<file path="config.mk">
export PLATFORM = sky130hd
export DESIGN_NAME = viterbi_ctrl
export DESIGN_NICKNAME = d
export VERILOG_FILES = /design/src/rtl/viterbi_pkg.sv /design/src/rtl/tb_watchdog.sv /design/src/rtl/viterbi_ctrl.sv
export SDC_FILE = /design/constraint.sdc
export NUM_CORES = 1
export LEC_CHECK = 0
export BUFFER_PORTS_ARGS = -buffer_cell sky130_fd_sc_hd__buf_2
export CORE_AREA = 3 3 42 81
export CTS_CLUSTER_SIZE = 25
export DETAILED_ROUTE_END_ITERATION = 8
export DIE_AREA = 0 0 45 84
export GPL_TIMING_DRIVEN = 0
export PLACE_DENSITY = 0.74
export SYNTH_ARGS = -nofsm -noshare
export SYNTH_HDL_FRONTEND = slang
export SYNTH_HIERARCHICAL = 1
export SYNTH_SLANG_ARGS = --single-unit
</file>
<file path="constraint.sdc">
create_clock -name clk -period 4.01 [get_ports clk]
set_input_delay 0.2005 -clock clk [delete_from_list [all_inputs] [get_ports clk]]
set_output_delay 0.2005 -clock clk [all_outputs]
set_load 0.05 [all_outputs]
</file>
<file path="src/rtl/viterbi_pkg.sv">
// Shared definitions for the Viterbi decoder control path.
//   TBL_DEF   : default traceback length (trellis steps per block)
//   CNT_W_DEF : step/bit counter width for the default TBL
//   PM_W      : path-metric width shared by PMU and TBU
//   vctrl_state_t : block scheduler FSM states
package viterbi_pkg;
  localparam int TBL_DEF   = 15;
  localparam int CNT_W_DEF = $clog2(TBL_DEF + 1);
  localparam int PM_W      = 8;

  typedef enum logic [2:0] {
    ACCUM,
    FLUSH,
    WAIT_PM,
    START_TB,
    TRACE
  } vctrl_state_t;
endpackage

</file>
<file path="src/rtl/tb_watchdog.sv">
// Traceback watchdog: counts cycles spent in TRACE and flags a hung TBU.
//   clk, rst_n : clock, async active-low reset
//   clr        : zero the counter (issued with the TBU start pulse)
//   en         : count this cycle (state is TRACE)
//   timeout    : this enabled cycle is the TB_TIMEOUT-th since clr
module tb_watchdog #(
  parameter int TB_TIMEOUT = 34,
  parameter int W          = $clog2(TB_TIMEOUT + 1)
) (
  input  logic clk,
  input  logic rst_n,
  input  logic clr,
  input  logic en,
  output logic timeout
);
  logic [W-1:0] wd_cnt;

  always_ff @(posedge clk or negedge rst_n) begin
    if (!rst_n)   wd_cnt <= '0;
    else if (clr) wd_cnt <= '0;
    else if (en)  wd_cnt <= wd_cnt + 1'b1;
  end

  // Fires when the incremented count would reach TB_TIMEOUT.
  assign timeout = en && (wd_cnt == W'(TB_TIMEOUT - 1));
endmodule

</file>
<file path="src/rtl/viterbi_ctrl.sv">
// Block scheduler for the Viterbi datapath. Accepts symbols, strobes the
// ACS/PMU once per trellis step, pads short final blocks with flush steps,
// launches traceback and marks which serial TBU bits are payload.
//   sym_valid_i/sym_last_i/sym_ready_o : upstream symbol handshake
//   acs_valid_o, pm_init_o, flush_o    : per-step strobes to BMU/ACSU/PMU
//   tbu_start_o, tbu_bit_valid_i       : traceback launch / serial bit valid
//   out_keep_o                         : current TBU bit is payload
//   blk_done_o, busy_o, err_o          : block done pulse, not-ACCUM, sticky timeout
module viterbi_ctrl
  import viterbi_pkg::*;
#(
  parameter int TBL        = TBL_DEF,
  parameter int TB_TIMEOUT = 2 * TBL + 4,
  parameter int CNT_W      = $clog2(TBL + 1)
) (
  input  logic clk,
  input  logic rst_n,
  input  logic sym_valid_i,
  input  logic sym_last_i,
  output logic sym_ready_o,
  output logic acs_valid_o,
  output logic pm_init_o,
  output logic flush_o,
  output logic tbu_start_o,
  input  logic tbu_bit_valid_i,
  output logic out_keep_o,
  output logic blk_done_o,
  output logic busy_o,
  output logic err_o
);
  localparam logic [CNT_W-1:0] TBL_C = CNT_W'(TBL);

  vctrl_state_t     state, state_nxt;
  logic [CNT_W-1:0] step_cnt, bit_cnt, blk_len;
  logic [CNT_W-1:0] step_inc, bit_inc;
  logic             first_r, fire, bit_last, timeout, tb_abort;

  assign step_inc = step_cnt + 1'b1;
  assign bit_inc  = bit_cnt + 1'b1;

  // Gated by rst_n so the handshake stays quiet while reset is held.
  assign sym_ready_o = rst_n && (state == ACCUM);
  assign busy_o      = (state != ACCUM);
  assign fire        = sym_valid_i && sym_ready_o;

  assign bit_last = (state == TRACE) && tbu_bit_valid_i && (bit_inc == TBL_C);
  // A real final bit wins over a coincident watchdog expiry.
  assign tb_abort = timeout && !bit_last;

  tb_watchdog #(.TB_TIMEOUT(TB_TIMEOUT)) u_wd (
    .clk     (clk),
    .rst_n   (rst_n),
    .clr     (state == START_TB),
    .en      (state == TRACE),
    .timeout (timeout)
  );

  always_comb begin
    state_nxt   = state;
    acs_valid_o = 1'b0;
    pm_init_o   = 1'b0;
    flush_o     = 1'b0;
    tbu_start_o = 1'b0;
    out_keep_o  = 1'b0;
    blk_done_o  = 1'b0;
    case (state)
      ACCUM: if (fire) begin
        acs_valid_o = 1'b1;
        pm_init_o   = first_r;
        if (step_inc == TBL_C) state_nxt = WAIT_PM;
        else if (sym_last_i)   state_nxt = FLUSH;
      end
      FLUSH: begin
        acs_valid_o = 1'b1;
        flush_o     = 1'b1;
        if (step_inc == TBL_C) state_nxt = WAIT_PM;
      end
      WAIT_PM:  state_nxt = START_TB;
      START_TB: begin
        tbu_start_o = 1'b1;
        state_nxt   = TRACE;
      end
      TRACE: begin
        // Newest step comes out first, so the padding bits lead.
        out_keep_o = tbu_bit_valid_i && (bit_cnt >= (TBL_C - blk_len));
        if (bit_last || timeout) begin
          blk_done_o = 1'b1;
          state_nxt  = ACCUM;
        end
      end
      default: state_nxt = ACCUM;
    endcase
  end

  always_ff @(posedge clk or negedge rst_n) begin
    if (!rst_n) begin
      state    <= ACCUM;
      step_cnt <= '0;
      bit_cnt  <= '0;
      blk_len  <= '0;
      first_r  <= 1'b1;
      err_o    <= 1'b0;
    end else begin
      state <= state_nxt;
      case (state)
        ACCUM: if (fire) begin
          first_r  <= sym_last_i;
          step_cnt <= step_inc;
          if (step_inc == TBL_C) blk_len <= TBL_C;
          else if (sym_last_i)   blk_len <= step_inc;
        end
        FLUSH:    step_cnt <= step_inc;
        START_TB: bit_cnt  <= '0;
        TRACE: begin
          if (tbu_bit_valid_i) bit_cnt <= bit_inc;
          if (blk_done_o) step_cnt <= '0;
          if (tb_abort) begin
            err_o   <= 1'b1;
            first_r <= 1'b1;
          end
        end
        default: ;
      endcase
    end
  end
endmodule

</file>
* Word-level counts from Yosys, hierarchy flattened *
Index checks and enable logic that the tools add are counted.

operators by class
  $add $sub $neg = 4
  magnitude comparators = 1
  equal/unequal tests = 14
  mux-type cells = 27
  reduce and logical (&&, ||, !) cells = 21

operators by type and width
  operator                                             count
  two-way mux 4 bit                                    5
  two-way mux 3 bit                                    5
  one-hot mux 3 bit (5 select lines)                   1
  two-way mux 6 bit                                    2
  != test 2 bit, second input constant                 6
  one-hot mux 4 bit (3 select lines)                   1
  two-way mux 1 bit                                    10
  AND reduction 3 bit                                  3
  adder 4 x 1 -> 4 bit, second input constant          2
  equality test 4 bit, second input constant           2
  one-hot mux 4 bit (2 select lines)                   1
  logical AND 1 bit                                    7
  adder 6 x 1 -> 6 bit, second input constant          1
  equality test 3 x 2 -> 1 bit, second input constant  2
  equality test 6 bit, second input constant           1
  nonzero test 2 bit                                   3
  nonzero test 3 bit                                   2
  >= comparator 4 bit                                  1
  one-hot mux 1 bit (2 select lines)                   2
  AND reduction 2 bit                                  2
  AND reduction 4 bit                                  1
  subtractor 4 bit, first input constant               1
  equality test 3 x 1 -> 1 bit, second input constant  1
  equality test 3 bit, second input constant           1
  4 further kinds                                      4

storage, ports and cells
  flip-flop bits (word level) = 23
  input port bits = 5
  output and inout port bits = 9
  word-level logic and storage cells = 74

* Logic depth before layout (Yosys ltp) *
  depth after elaboration = 8
  gate-level depth with buffers = 10
  depth with buffers taken out = 8

* Cells and area by module *
The synthesis kept the hierarchy.

by module, submodules not included
  module        instances  cells each  area each (µm²)  sequential area each (µm²)
  viterbi_ctrl  1          114         1,101.1          426.7
  tb_watchdog   1          29          295.3            150.1

* Least setup slack after synthesis *
Ideal clock, no wire load.

  kind = register to output
  from = reg state[2]
  to = out acs_valid_o
  arrival time = 2.314 ns
  data required time = 3.809 ns
  setup slack = 1.496 ns
  cell stages (with the launch flop) = 4
  buffers on the path = 1
  cell sequence = dfrtp_1 -> clkbuf_2 -> nor3b_1 -> nand2b_1

on the way
  word-level cells in the longest chain between the ends = 5
  elaborated cells on any way between the ends = 6
  classes of those cells = 1 x eq/ne; 2 x mux; 3 x reduce/logical

RTL lines
  element                                 RTL line                                source
  start: declaration                      viterbi_ctrl.sv:33                      vctrl_state_t state, state_nxt;
  start signal: assignment                viterbi_ctrl.sv:104                     state <= state_nxt;
  zero test 3 bit                         viterbi_ctrl.sv:42, viterbi_ctrl.sv:66
  logical AND 1 bit                       viterbi_ctrl.sv:42                      assign sym_ready_o = rst_n && (state == ACCUM);
  logical AND 1 bit                       viterbi_ctrl.sv:44                      assign fire = sym_valid_i && sym_ready_o;
  two-way mux 1 bit                       viterbi_ctrl.sv:67                      ACCUM: if (fire) begin
  one-hot mux 1 bit (2 select lines) (*)  viterbi_ctrl.sv:66                      case (state)
  end: declaration                        viterbi_ctrl.sv:21                      output logic acs_valid_o,

Every way passes the cells marked *; elsewhere a longest branch is shown, timed or not.

* Worst setup path after layout *
  from = reg state[0]
  to = out blk_done_o

on the way
  elaborated cells on any way between the ends = 7
  classes of those cells = 1 x eq/ne; 2 x mux; 4 x reduce/logical

RTL lines
  element              RTL line            source
  equality test 3 bit  viterbi_ctrl.sv:54  .en (state == TRACE),
  logical AND 1 bit    tb_watchdog.sv:25   assign timeout = en && (wd_cnt == W'(TB_TIMEOUT - 1));
  net timeout          viterbi_ctrl.sv:36  logic first_r, fire, bit_last, timeout, tb_abort;
  logical OR 1 bit     viterbi_ctrl.sv:86  if (bit_last || timeout) begin
  two-way mux 1 bit    viterbi_ctrl.sv:86
  two-way mux 1 bit    viterbi_ctrl.sv:66
  end: declaration     viterbi_ctrl.sv:27  output logic blk_done_o,

The timed path passes the listed nets, and every way through them passes these cells.

==> metrics.md <==
| Metric | Value |
|---|---|
| Share of the clock period used by the worst path after layout | 69.2% |
| Post-synthesis instance total | 143 |
| Vias in the first global route | 1,237 |
| Latest clock arrival within the worst-skew pair | 260 ps |
| Remaining number of nets flagged by the antenna check after routing | 0 |
| Core area | 2840 sq um |
| Maxcap violations | 0 |
| Count of flip-flops with a built-in enable after synthesis | 0 |
| Count leader, synth | dfrtp_1 |
| CP Launch Type | flip-flop |
| Root buffer selected by CTS | clkbuf_8 |
| Die boundary width | 45 um |
| Worst Path Class, Setup | flip-flop to primary output |
| Final Util | 54.7% |
| Top cells by count, synth | 22 x dfrtp_1, 12 x nand2_1, 11 x inv_1 |
| Yosys warnings | 6 |
| Worst Hold Depth | 3 |
| Initial core utilization | 49.2% |
| Iteration-0 DRC count of the detailed router | 23 |
| All-Layer GR Usage | 18.2% |
| RSZ-0062 raised after global routing | false |
| Routed Wire Length | 2950 um |
| Peak clock frequency supported by timing | 360 MHz |
| Arrival time at the worst endpoint | 2580 ps |
| Worst hold path type | primary input to flip-flop |
| Per-instance average area after synthesis | 9.76 sq um |
| GR Overflow Total | 0 |
| Filler Cells Inserted | 272 |
| Via density | 5.94 |
| Drt drc | 0 |
| Post-Synthesis Net Count | 158 |
| Overall die area | 3780 sq um |
| Worst Max-Slew Pin Slew | 585 ps |
| Clock Tree Buf Depth | 2 |
| Total count of hold-check failures in the final report | 0 |
| Internal reg-to-reg setup slack | 1600 ps |
| Largest net degree at the start of global routing | 28 |
| Clock-pin transition on the worst setup and hold timing paths | 80 ps |
| Element type at the critical path end | primary output |
| Gpl congestion | 0.822 |
| Area growth from synthesis to final layout | 11.2% |
| Count of nets after finishing | 177 |
| Share of synthesized registers carrying an async set or reset | 100% |
| Post-Synthesis Cell Area | 1400 sq um |
| Cell taking the most area after synthesis | dfrtp_1 |
| Number of failing setup endpoints in the final timing report | 0 |
| Flip-flop cell with the highest count after synthesis | dfrtp_1 |
| Reg2Reg Capture Point | step_cnt[2]$_DFFE_PN0P_ |
| Cells taking the most area after synthesis | dfrtp_1 39%, ha_1 9.0%, nand2_1 3.2% |
| Sink count of the clock tree | 23 |
| #FFs+latches synth | 23 |
| Synth unique cells | 47 |
| Leakage power | 0.000734 uW |
| IR drop worst, VDD | 0.490 mV |
| Diodes inserted | 0 |
| Io pins | 14 |
| Share of cells above drive strength 1 | 19.3% |
| Row count | 27 |
| Crit-path slowest cell | nor3_1 |
| Total clock buffers created by CTS | 3 |
| Power density relative to cell area | 774 nW/um^2 |
| Global-route wire length before repair | 5300 um |
| Reg2reg start | state[0]$_DFFE_PN0P_ |
| Wire per inst | 15.5 um |
| Sum of net half-perimeters after detailed placement | 2290 um |
| Clock tree from TritonCTS | done |
| TNS Setup | 0 ps |
| Max_slew headroom | 60.7% |
| Depth of the worst register-to-register path | 9 |
| Sequential cell area fraction in the yosys report | 41.3% |
| Time the final worst path needs with I/O delays and setup | 2780 ps |
| Worst hold endpoint | state[0]$_DFFE_PN0P_ |
| Data required time of the worst path | 3810 ps |
| Largest driver fanout on the critical path | 9 |
| Count of H-tree levels built during CTS | 1 |
| Clock skew after layout | 5.08 ps |
| Maximum single-stage delay on the critical path | 470 ps |
| Final number of max-transition violations | 0 |
| Initial antenna violation count | 0 |
| Floorplan die height | 84 um |
| CP Launch Point | state[0]$_DFFE_PN0P_ |
| Portion of synthesized cell area occupied by the leading cell type | 39.4% |
| Hold Crit Start | sym_last_i |
| Critical Path, Cell by Cell | buf_2, nor2_1, nand2_2, inv_1, buf_2, nand4b_1, nor3_1, nor2_1, nor2_1, buf_2 |
| Number of resized instances in the post-cts repair step | 0 |
| Status | finished, final reports clean |
| Tightest hold margin | 303 ps |
| Number of vias in the routed layout | 1,129 |
| Input/output buffers | 13 |
| First-pass detailed-route iteration total | 4 |
logic make-up (layout without fill, tap and decap cells):
family                   after synthesis  after routing  synth area share, %
multiplexers                           2              2                 1.61
adder cells (fa/ha/maj)               10             10                 8.96
AND/OR/NAND/NOR                       52             52                 21.3
flip-flops                            23             23                 41.3
XOR/XNOR                               6              6                 3.76
buffers and inverters                 15             33                 4.39
AO/OA/AOI/OAI                         35             35                 18.6
stage by stage:
stage,cells,worst slack (ps),power [uW],area (sq um)
after global routing,190,1010,1300,1550
after detailed placement,185,1570,1060,1500
after CTS,190,1280,1210,1550
final,190,1230,1200,1550
after floorplan,143,1500,903,1400
after global placement,185,1620,1030,1500
cell type report:
cell class                      instances  area (sq um)  share of cell area, %
Buffer                                  4          20.0                   1.29
Clock buffer                            4          45.0                   2.90
Inverter                               11          41.3                   2.66
Multi-Input combinational cell        105           758                   48.8
Sequential cell                        23           577                   37.1
Tap cell                               29          36.3                   2.34
Timing Repair Buffer                   14          75.1                   4.83
placed cells by master (no fill, tap or decap), drive strengths merged, types with 3 or more instances in the layout:
master / instances
buf: 16
inv: 11
dfrtp: 22
a211oi: 4
nand2b: 3
nor3: 4
xor2: 4
nand3: 6
a21oi: 5
clkbuf: 5
ha: 10
o21ai: 7
nor2: 10
nand2: 13
critical path: cells and delay by family, from the launching register on:
| kind | cells | cell delay [ps] |
|---|---|---|
| buffers and inverters | 4 | 820 |
| AND/OR/NAND/NOR | 6 | 1130 |
| flip-flops | 1 | 360 |
power by group:
part           internal [uW]  switching (uW)
clock network           70.9            73.3
logic                    249             414
registers                318            77.0
total                    638             564
worst max path at each step:
stage / endpoint / slack, ps / cells past startpoint
floorplan: acs_valid_o / 1500 / 3
global placement: blk_done_o / 1620 / 10
detailed placement: blk_done_o / 1570 / 10
CTS: blk_done_o / 1280 / 10
global route: blk_done_o / 1010 / 10
finish: blk_done_o / 1230 / 10
state kept, by name, summed over array words and instances, names as in the netlist:
register	count
blk_len	4
u_wd/wd_cnt	6
bit_cnt	4
err_o	1
state	3
first_r	1
step_cnt	4
layer usage:
| layer | vias up | routed length (um) | GRT usage (%) |
|---|---|---|---|
| li1 | 553 | - | - |
| met1 | 546 | 1080 | 18.2 |
| met2 | 21 | 1720 | 34.1 |
| met3 | 9 | 62 | 2.38 |
| met4 | 0 | 85 | 7.73 |
| met5 | - | 0 | 0 |
repair_timing:
action	in CTS	in global routing
endpoints found under the hold margin	22	0
hold buffers	1	0
setup buffers	0	0
(Power assumes the default switching activity.)
